<file path="config.mk">
export PLATFORM = sky130hd
export DESIGN_NAME = decode_stage
export DESIGN_NICKNAME = d
export VERILOG_FILES = /design/src/rtl/decode_pkg.sv /design/src/rtl/decode_regfile.sv /design/src/rtl/decode_stage.sv
export SDC_FILE = /design/constraint.sdc
export NUM_CORES = 2
export LEC_CHECK = 0
export CAP_MARGIN = 20
export CORE_ASPECT_RATIO = 0.9
export CORE_MARGIN = 2
export CORE_UTILIZATION = 30
export CTS_CLUSTER_SIZE = 24
export DETAILED_ROUTE_END_ITERATION = 8
export HOLD_SLACK_MARGIN = 0.08
export SLEW_MARGIN = 20
export SYNTH_ARGS = -nofsm -noshare
export SYNTH_HDL_FRONTEND = slang
export SYNTH_SLANG_ARGS = --single-unit
</file>
<file path="constraint.sdc">
create_clock -name clk -period 2.8 [get_ports clk]
set_input_delay 0.42 -clock clk [delete_from_list [all_inputs] [get_ports clk]]
set_output_delay 0.42 -clock clk [all_outputs]
set_load 0.02 [all_outputs]
</file>
<file path="src/rtl/decode_pkg.sv">
// Shared decode definitions: opcodes, immediate formats, ALU codes and the EX control bundle.
package decode_pkg;

  localparam int REG_IDX_W = 5;

  localparam logic [6:0] OP_R      = 7'b0110011;
  localparam logic [6:0] OP_I      = 7'b0010011;
  localparam logic [6:0] OP_LOAD   = 7'b0000011;
  localparam logic [6:0] OP_STORE  = 7'b0100011;
  localparam logic [6:0] OP_BRANCH = 7'b1100011;
  localparam logic [6:0] OP_JAL    = 7'b1101111;
  localparam logic [6:0] OP_JALR   = 7'b1100111;
  localparam logic [6:0] OP_LUI    = 7'b0110111;
  localparam logic [6:0] OP_AUIPC  = 7'b0010111;

  typedef enum logic [2:0] {IMM_I, IMM_S, IMM_B, IMM_U, IMM_J} imm_src_t;

  // ALU code is {instr[30], funct3} for register/immediate ops; the fixed codes below cover the rest.
  localparam logic [3:0] ALU_ADD   = 4'b0000;
  localparam logic [3:0] ALU_SUB   = 4'b1000;
  localparam logic [3:0] ALU_PASSB = 4'b1111;

  typedef struct packed {
    logic [3:0] alu_ctrl;
    logic       alu_src;
    logic       result_src;
    logic       mem_write;
    logic       mem_read;
    logic       reg_write;
    logic       branch;
    logic       jump;
    logic       jret;
  } ctrl_t;

  localparam ctrl_t CTRL_NOP = '0;

  function automatic logic [31:0] gen_imm(input logic [31:0] instr, input imm_src_t src);
    case (src)
      IMM_S:   return {{20{instr[31]}}, instr[31:25], instr[11:7]};
      IMM_B:   return {{19{instr[31]}}, instr[31], instr[7], instr[30:25], instr[11:8], 1'b0};
      IMM_U:   return {instr[31:12], 12'b0};
      IMM_J:   return {{11{instr[31]}}, instr[31], instr[19:12], instr[20], instr[30:21], 1'b0};
      default: return {{20{instr[31]}}, instr[31:20]};
    endcase
  endfunction

endpackage

</file>
<file path="src/rtl/decode_regfile.sv">
// Register file: x0 hardwired to zero, indices >= REG_COUNT read 0 and are never written.
// DECODE_WB_BYPASS_EN makes a same-cycle writeback visible on the read ports and a0.
module decode_regfile
  import decode_pkg::*;
#(
  parameter int DATA_WIDTH = 32,
  parameter int REG_COUNT  = 32
) (
  input  logic                  clk,
  input  logic                  rst,
  input  logic [REG_IDX_W-1:0]  rs1,
  input  logic [REG_IDX_W-1:0]  rs2,
  output logic [DATA_WIDTH-1:0] rd1,
  output logic [DATA_WIDTH-1:0] rd2,
  input  logic                  we,
  input  logic [REG_IDX_W-1:0]  wr_idx,
  input  logic [DATA_WIDTH-1:0] wr_data,
  output logic [DATA_WIDTH-1:0] a0
);

  localparam int AW = $clog2(REG_COUNT);

  logic [DATA_WIDTH-1:0] regs [REG_COUNT];
  logic                  wr_ok;

  assign wr_ok = we && (wr_idx != '0) && (int'(wr_idx) < REG_COUNT);

  always_ff @(posedge clk) begin
    if (rst) begin
      for (int i = 0; i < REG_COUNT; i++) regs[i] <= '0;
    end else if (wr_ok) begin
      regs[wr_idx[AW-1:0]] <= wr_data;
    end
  end

  function automatic logic [DATA_WIDTH-1:0] read(input logic [REG_IDX_W-1:0] idx);
    if (idx == '0 || int'(idx) >= REG_COUNT) return '0;
`ifdef DECODE_WB_BYPASS_EN
    if (wr_ok && idx == wr_idx) return wr_data;
`endif
    return regs[idx[AW-1:0]];
  endfunction

  assign rd1 = read(rs1);
  assign rd2 = read(rs2);
  assign a0  = read(REG_IDX_W'(10));

endmodule

</file>
<file path="src/rtl/decode_stage.sv">
// Pipelined decode stage: regfile, control/immediate decode, load-use stall, flush and ID/EX register.
// Optional macro DECODE_WB_BYPASS_EN enables writeback write-through inside decode_regfile.
module decode_stage
  import decode_pkg::*;
#(
  parameter int DATA_WIDTH = 32,
  parameter int REG_COUNT  = 32,
  parameter int ALU_CTRL_W = 4
) (
  input  logic                  clk,
  input  logic                  rst,
  input  logic                  if_valid_i,
  input  logic [31:0]           if_instr_i,
  input  logic [DATA_WIDTH-1:0] if_pc_i,
  output logic                  id_ready_o,
  input  logic                  flush_i,
  input  logic                  wb_we_i,
  input  logic [4:0]            wb_rd_i,
  input  logic [DATA_WIDTH-1:0] wb_data_i,
  output logic                  ex_valid_o,
  output logic [DATA_WIDTH-1:0] ex_pc_o,
  output logic [DATA_WIDTH-1:0] ex_rd1_o,
  output logic [DATA_WIDTH-1:0] ex_rd2_o,
  output logic [DATA_WIDTH-1:0] ex_imm_o,
  output logic [4:0]            ex_rs1_o,
  output logic [4:0]            ex_rs2_o,
  output logic [4:0]            ex_rd_o,
  output logic [ALU_CTRL_W-1:0] ex_alu_ctrl_o,
  output logic                  ex_alu_src_o,
  output logic                  ex_result_src_o,
  output logic                  ex_mem_write_o,
  output logic                  ex_mem_read_o,
  output logic                  ex_reg_write_o,
  output logic                  ex_branch_o,
  output logic                  ex_jump_o,
  output logic                  ex_jret_o,
  output logic [2:0]            ex_funct3_o,
  output logic                  ex_illegal_o,
  output logic [DATA_WIDTH-1:0] a0_o
);

  logic [6:0]            opcode;
  logic [2:0]            funct3;
  logic [4:0]            rs1, rs2, rd;
  logic [DATA_WIDTH-1:0] rd1, rd2, imm;
  ctrl_t                 ctrl, ex_ctrl;
  imm_src_t              imm_src;
  logic                  has_imm, known, use_rs1, use_rs2, bad_idx, illegal;
  logic                  load_use, stall, take;

  assign opcode = if_instr_i[6:0];
  assign funct3 = if_instr_i[14:12];
  assign rs1    = if_instr_i[19:15];
  assign rs2    = if_instr_i[24:20];
  assign rd     = if_instr_i[11:7];

  decode_regfile #(
    .DATA_WIDTH (DATA_WIDTH),
    .REG_COUNT  (REG_COUNT)
  ) u_regfile (
    .clk     (clk),
    .rst     (rst),
    .rs1     (rs1),
    .rs2     (rs2),
    .rd1     (rd1),
    .rd2     (rd2),
    .we      (wb_we_i),
    .wr_idx  (wb_rd_i),
    .wr_data (wb_data_i),
    .a0      (a0_o)
  );

  always_comb begin
    ctrl    = CTRL_NOP;
    imm_src = IMM_I;
    has_imm = 1'b1;
    known   = 1'b1;
    use_rs1 = 1'b0;
    use_rs2 = 1'b0;
    case (opcode)
      OP_R: begin
        ctrl.alu_ctrl  = {if_instr_i[30], funct3};
        ctrl.reg_write = 1'b1;
        use_rs1        = 1'b1;
        use_rs2        = 1'b1;
        has_imm        = 1'b0;
      end
      OP_I: begin
        // instr[30] only distinguishes SRAI from SRLI; for other I-ops it is immediate data.
        ctrl.alu_ctrl  = (funct3 == 3'b101) ? {if_instr_i[30], funct3} : {1'b0, funct3};
        ctrl.alu_src   = 1'b1;
        ctrl.reg_write = 1'b1;
        use_rs1        = 1'b1;
      end
      OP_LOAD: begin
        ctrl.alu_ctrl   = ALU_ADD;
        ctrl.alu_src    = 1'b1;
        ctrl.result_src = 1'b1;
        ctrl.mem_read   = 1'b1;
        ctrl.reg_write  = 1'b1;
        use_rs1         = 1'b1;
      end
      OP_STORE: begin
        ctrl.alu_ctrl  = ALU_ADD;
        ctrl.alu_src   = 1'b1;
        ctrl.mem_write = 1'b1;
        imm_src        = IMM_S;
        use_rs1        = 1'b1;
        use_rs2        = 1'b1;
      end
      OP_BRANCH: begin
        ctrl.alu_ctrl = ALU_SUB;
        ctrl.branch   = 1'b1;
        imm_src       = IMM_B;
        use_rs1       = 1'b1;
        use_rs2       = 1'b1;
      end
      OP_JAL: begin
        ctrl.alu_ctrl  = ALU_ADD;
        ctrl.jump      = 1'b1;
        ctrl.reg_write = 1'b1;
        imm_src        = IMM_J;
      end
      OP_JALR: begin
        ctrl.alu_ctrl  = ALU_ADD;
        ctrl.alu_src   = 1'b1;
        ctrl.jret      = 1'b1;
        ctrl.reg_write = 1'b1;
        use_rs1        = 1'b1;
      end
      OP_LUI: begin
        ctrl.alu_ctrl  = ALU_PASSB;
        ctrl.alu_src   = 1'b1;
        ctrl.reg_write = 1'b1;
        imm_src        = IMM_U;
      end
      OP_AUIPC: begin
        ctrl.alu_ctrl  = ALU_ADD;
        ctrl.alu_src   = 1'b1;
        ctrl.reg_write = 1'b1;
        imm_src        = IMM_U;
      end
      default: begin
        known   = 1'b0;
        has_imm = 1'b0;
      end
    endcase

    // RV32E: a set bit 4 is reported, never folded onto x0..x15.
    bad_idx = (use_rs1 && int'(rs1) >= REG_COUNT) ||
              (use_rs2 && int'(rs2) >= REG_COUNT) ||
              (ctrl.reg_write && int'(rd) >= REG_COUNT);
    illegal = !known || bad_idx;
    if (illegal) begin
      ctrl.reg_write = 1'b0;
      ctrl.mem_write = 1'b0;
      ctrl.branch    = 1'b0;
      ctrl.jump      = 1'b0;
      ctrl.jret      = 1'b0;
    end
  end

  assign imm = has_imm ? DATA_WIDTH'($signed(gen_imm(if_instr_i, imm_src))) : '0;

  assign load_use = ex_valid_o && ex_mem_read_o && (ex_rd_o != '0) &&
                    ((use_rs1 && ex_rd_o == rs1) || (use_rs2 && ex_rd_o == rs2));
  assign stall      = if_valid_i && load_use && !flush_i;
  assign id_ready_o = rst || !stall;
  assign take       = if_valid_i && !flush_i && !stall;

  always_ff @(posedge clk) begin
    if (rst || !take) begin
      ex_valid_o   <= 1'b0;
      ex_pc_o      <= '0;
      ex_rd1_o     <= '0;
      ex_rd2_o     <= '0;
      ex_imm_o     <= '0;
      ex_rs1_o     <= '0;
      ex_rs2_o     <= '0;
      ex_rd_o      <= '0;
      ex_ctrl      <= CTRL_NOP;
      ex_funct3_o  <= '0;
      ex_illegal_o <= 1'b0;
    end else begin
      ex_valid_o   <= 1'b1;
      ex_pc_o      <= if_pc_i;
      ex_rd1_o     <= rd1;
      ex_rd2_o     <= rd2;
      ex_imm_o     <= imm;
      ex_rs1_o     <= rs1;
      ex_rs2_o     <= rs2;
      ex_rd_o      <= rd;
      ex_ctrl      <= ctrl;
      ex_funct3_o  <= funct3;
      ex_illegal_o <= illegal;
    end
  end

  assign ex_alu_ctrl_o   = ALU_CTRL_W'(ex_ctrl.alu_ctrl);
  assign ex_alu_src_o    = ex_ctrl.alu_src;
  assign ex_result_src_o = ex_ctrl.result_src;
  assign ex_mem_write_o  = ex_ctrl.mem_write;
  assign ex_mem_read_o   = ex_ctrl.mem_read;
  assign ex_reg_write_o  = ex_ctrl.reg_write;
  assign ex_branch_o     = ex_ctrl.branch;
  assign ex_jump_o       = ex_ctrl.jump;
  assign ex_jret_o       = ex_ctrl.jret;

endmodule

</file>
==> impl_metrics.env <==
export IMPL_finalHoldViolCount=0
export IMPL_synth_top_area_cell="edfxtp_1"
export IMPL_antenna_found_initial=16
export IMPL_die_area_sq_um=202000
export IMPL_instances_no_fill=7127
export IMPL_grt_use_total_pct=20.7
export IMPL_drt_iter0_drc=5257
export IMPL_hp_class="in2reg"
export IMPL_hold_path_endpoint="ex_imm_o[2]"
export IMPL_power_leakage_nw=25.1
export IMPL_antenna_left=0
export IMPL_areaGrowthSynthToFinish_pct=20.9
export IMPL_finalSetupTns_ps=0
export IMPL_routed_wl_um=213000
export IMPL_reg2reg_slack_ps=330
export IMPL_wire_per_inst_um=30.0
export IMPL_hpwl_um=136000
export IMPL_p_per_area_nw_per_um2=582
export IMPL_cts_buffers=118
export IMPL_netlist_top_cells_area="edfxtp_1 (52%), mux4_2 (16%), and2_1 (11%), dfxtp_1 (5.3%), mux2i_1 (4.1%)"
export IMPL_vias=39500
export IMPL_postSynth_asyncResetShare_pct=0
export IMPL_dp_cells=6901
export IMPL_ys_seq_area_share_pct=57.0
export IMPL_grt_max_degree=63
export IMPL_core_area_sq_um=198000
export IMPL_grt_pass1_wl_um=298000
export IMPL_ys_flop_type="edfxtp_1"
export IMPL_fin_crit_ps=2760
export IMPL_place_gp_congestion=0.866
export IMPL_startpoint="if_instr_i[3]"
export IMPL_ys_warn_count=0
export IMPL_r2r_cells=6
export IMPL_power_total_mw=41.9
export IMPL_tightest_slew_ps=1100
export IMPL_drc=0
export IMPL_r2r_start="ex_rd_o[1]"
export IMPL_vias_per_cell=5.55
export IMPL_ios=299
export IMPL_arrival_ps=2340
export IMPL_port_buffers=298
export IMPL_nets=4540
export IMPL_die_y_um=426
export IMPL_final_core_util_pct=36.4
export IMPL_final_setup_viol_count=0
export IMPL_cts_root_buffer="clkbuf_16"
export IMPL_synth_most_common_cell="and2_1"
export IMPL_ys_ff_latch=1183
export IMPL_clock_sinks=1183
export IMPL_htree_levels=3
export IMPL_grt_pass1_vias=39400
export IMPL_dr_pass1_iters=6
export IMPL_vdd_ir_drop_max_mv=0.491
export IMPL_synthCells=4061
export IMPL_synth_edf_count=1024
export IMPL_cts_tree="yes"
export IMPL_initial_core_util_pct=30.1
export IMPL_hold_depth=4
export IMPL_drv_cap=0
export IMPL_clkTransAtPathRegs_ps=70
export IMPL_path_class="in2out"
export IMPL_clockBufferDepth=3
export IMPL_post_route_period_util_pct=98.6
export IMPL_ys_top_cells_by_count="and2_1 (1,043), edfxtp_1 (1,024), mux4_2 (425)"
export IMPL_gr_total_overflow=0
export IMPL_hp_start="if_instr_i[22]"
export IMPL_outcome="completed"
export IMPL_fin_worst_skew_ps=39.6
export IMPL_slew_viol_final=0
export IMPL_ys_types=52
export IMPL_die_w_um=473
export IMPL_rows=155
export IMPL_worstReg2RegEnd="ex_jret_o"
export IMPL_end_kind="output port"
export IMPL_slew_headroom_pct=26.2
export IMPL_syn_area_per_cell_sq_um=14.7
export IMPL_fmax_ghz=0.362
export IMPL_crit_required_ps=2380
export IMPL_clk_latency_ps=770
export IMPL_setup_ws_ps=39.3
export IMPL_critPathMaxFanout=2
export IMPL_syn_area_sq_um=59500
export IMPL_synth_top_cell_area_share_pct=51.7
export IMPL_rsz0062_at_grt="no"
export IMPL_preCtsSetupSlack_ps=-395
export IMPL_drive_gt1_share_pct=25.6
export IMPL_start_kind="primary input"
==> final cells by class <==
class	instances	area (sq um)
clock buffer	165	3340
sequential	1183	33900
multi-input combinational	2478	24000
tap	2590	3240
clock inverter	51	439
fill	18600	126000
inverter	4	17.5
antenna	7	17.5
timing repair buffer	649	6930
==> layer usage <==
layer	share of wire (%)	GRT usage, %	wire length, um
met1	40	28.1	85200
met2	46	32.6	97400
met3	10	4.13	21700
met4	4.3	7.93	9170
met5	0.0061	0	13
==> registers in the layout, summed over array words and instances (netlist names), 3 cells and up <==
register	cells
ex_alu_ctrl_o	4
ex_funct3_o	3
ex_imm_o	32
ex_pc_o	32
ex_rd1_o	32
ex_rd2_o	32
ex_rd_o	5
ex_rs1_o	5
ex_rs2_o	5
u_regfile.regs	1024
==> how the worst max path moves through the flow <==
stage                    to  slack (ps)
2_1_floorplan  ex_rd1_o[31]         600
3_3_place_gp     id_ready_o        -420
5_1_grt          id_ready_o           2
4_1_cts          id_ready_o           6
3_5_place_dp     id_ready_o        -400
6_report         id_ready_o          40
==> through the flow <==
stage,hold WS [ps],cell area (sq um)
6_report,151,71900
3_5_place_dp,810,68100
5_1_grt,147,71900
2_1_floorplan,542,59600
3_3_place_gp,799,68100
4_1_cts,106,71900
==> cell usage in the layout, fill, tap and decap left out, types with 6 or more instances in the layout <==
| master | Yosys | final |
|---|---|---|
| clkbuf_1 | 293 | 30 |
| mux4_2 | 425 | 425 |
| nor2_2 | 0 | 8 |
| diode_2 | 0 | 7 |
| dfxtp_1 | 159 | 158 |
| xor2_1 | 7 | 7 |
| nand2_1 | 24 | 23 |
| nor2_1 | 61 | 30 |
| mux2_2 | 62 | 62 |
| clkinv_1 | 1 | 12 |
| nand3b_1 | 7 | 7 |
| a221oi_1 | 87 | 87 |
| a31o_2 | 29 | 29 |
| buf_12 | 0 | 104 |
| nand3_1 | 11 | 11 |
| conb_1 | 1 | 32 |
| nor4_1 | 13 | 10 |
| o21ai_0 | 59 | 59 |
| nor3_1 | 65 | 65 |
| edfxtp_1 | 1024 | 1024 |
| clkbuf_8 | 0 | 14 |
| clkdlybuf4s50_1 | 0 | 285 |
| o22ai_1 | 27 | 27 |
| a22oi_1 | 43 | 43 |
| o211ai_1 | 8 | 8 |
| buf_4 | 36 | 250 |
| and2_1 | 1043 | 1042 |
| o21ai_1 | 7 | 7 |
| nor2_4 | 0 | 23 |
| mux2i_1 | 243 | 243 |
| nor3b_1 | 8 | 8 |
| clkbuf_16 | 0 | 122 |
| and3_1 | 34 | 34 |
| o221ai_1 | 31 | 31 |
| a21oi_1 | 56 | 56 |
| bufinv_16 | 0 | 6 |
| or2_2 | 35 | 35 |
| nor4_2 | 23 | 26 |
| clkinv_2 | 0 | 21 |
==> report_power, final <==
part | leakage (nW) | switching, mW | internal (mW)
logic | 12.2 | 2.94 | 2.37
clock network | 1.86 | 7.19 | 8.86
registers | 11.0 | 0.478 | 20.0
==> critical path, stage by stage <==
cell             delay [ps]
clkdlybuf4s50_1         540
nand4bb_4               260
or3_1                   420
a2bb2oi_2               160
or3_4                   400
buf_6                   140
==> cell families (layout without fill, tap and decap cells) <==
kind of cell / count (synthesis) / count (layout) / share of synthesized area, %
AO/OA/AOI/OAI: 361 / 361 / 4.32
XOR/XNOR: 10 / 10 / 0.147
buffers and inverters: 431 / 869 / 3.20
flip-flops: 1183 / 1183 / 57.0
multiplexers: 730 / 730 / 21.3
other: 1 / 39 / 0.00630
AND/OR/NAND/NOR: 1345 / 1345 / 13.9
==> repair_timing <==
| item | in CTS | in global routing |
|---|---|---|
| setup buffers | 2 | 0 |
| hold endpoints to repair | 1 | 0 |
| pin swaps | 2 | 1 |
| setup endpoints to repair | 1 | 1 |
| gates resized for setup | 12 | 0 |
| hold buffers | 1 | 0 |
(Power assumes the default switching activity.)
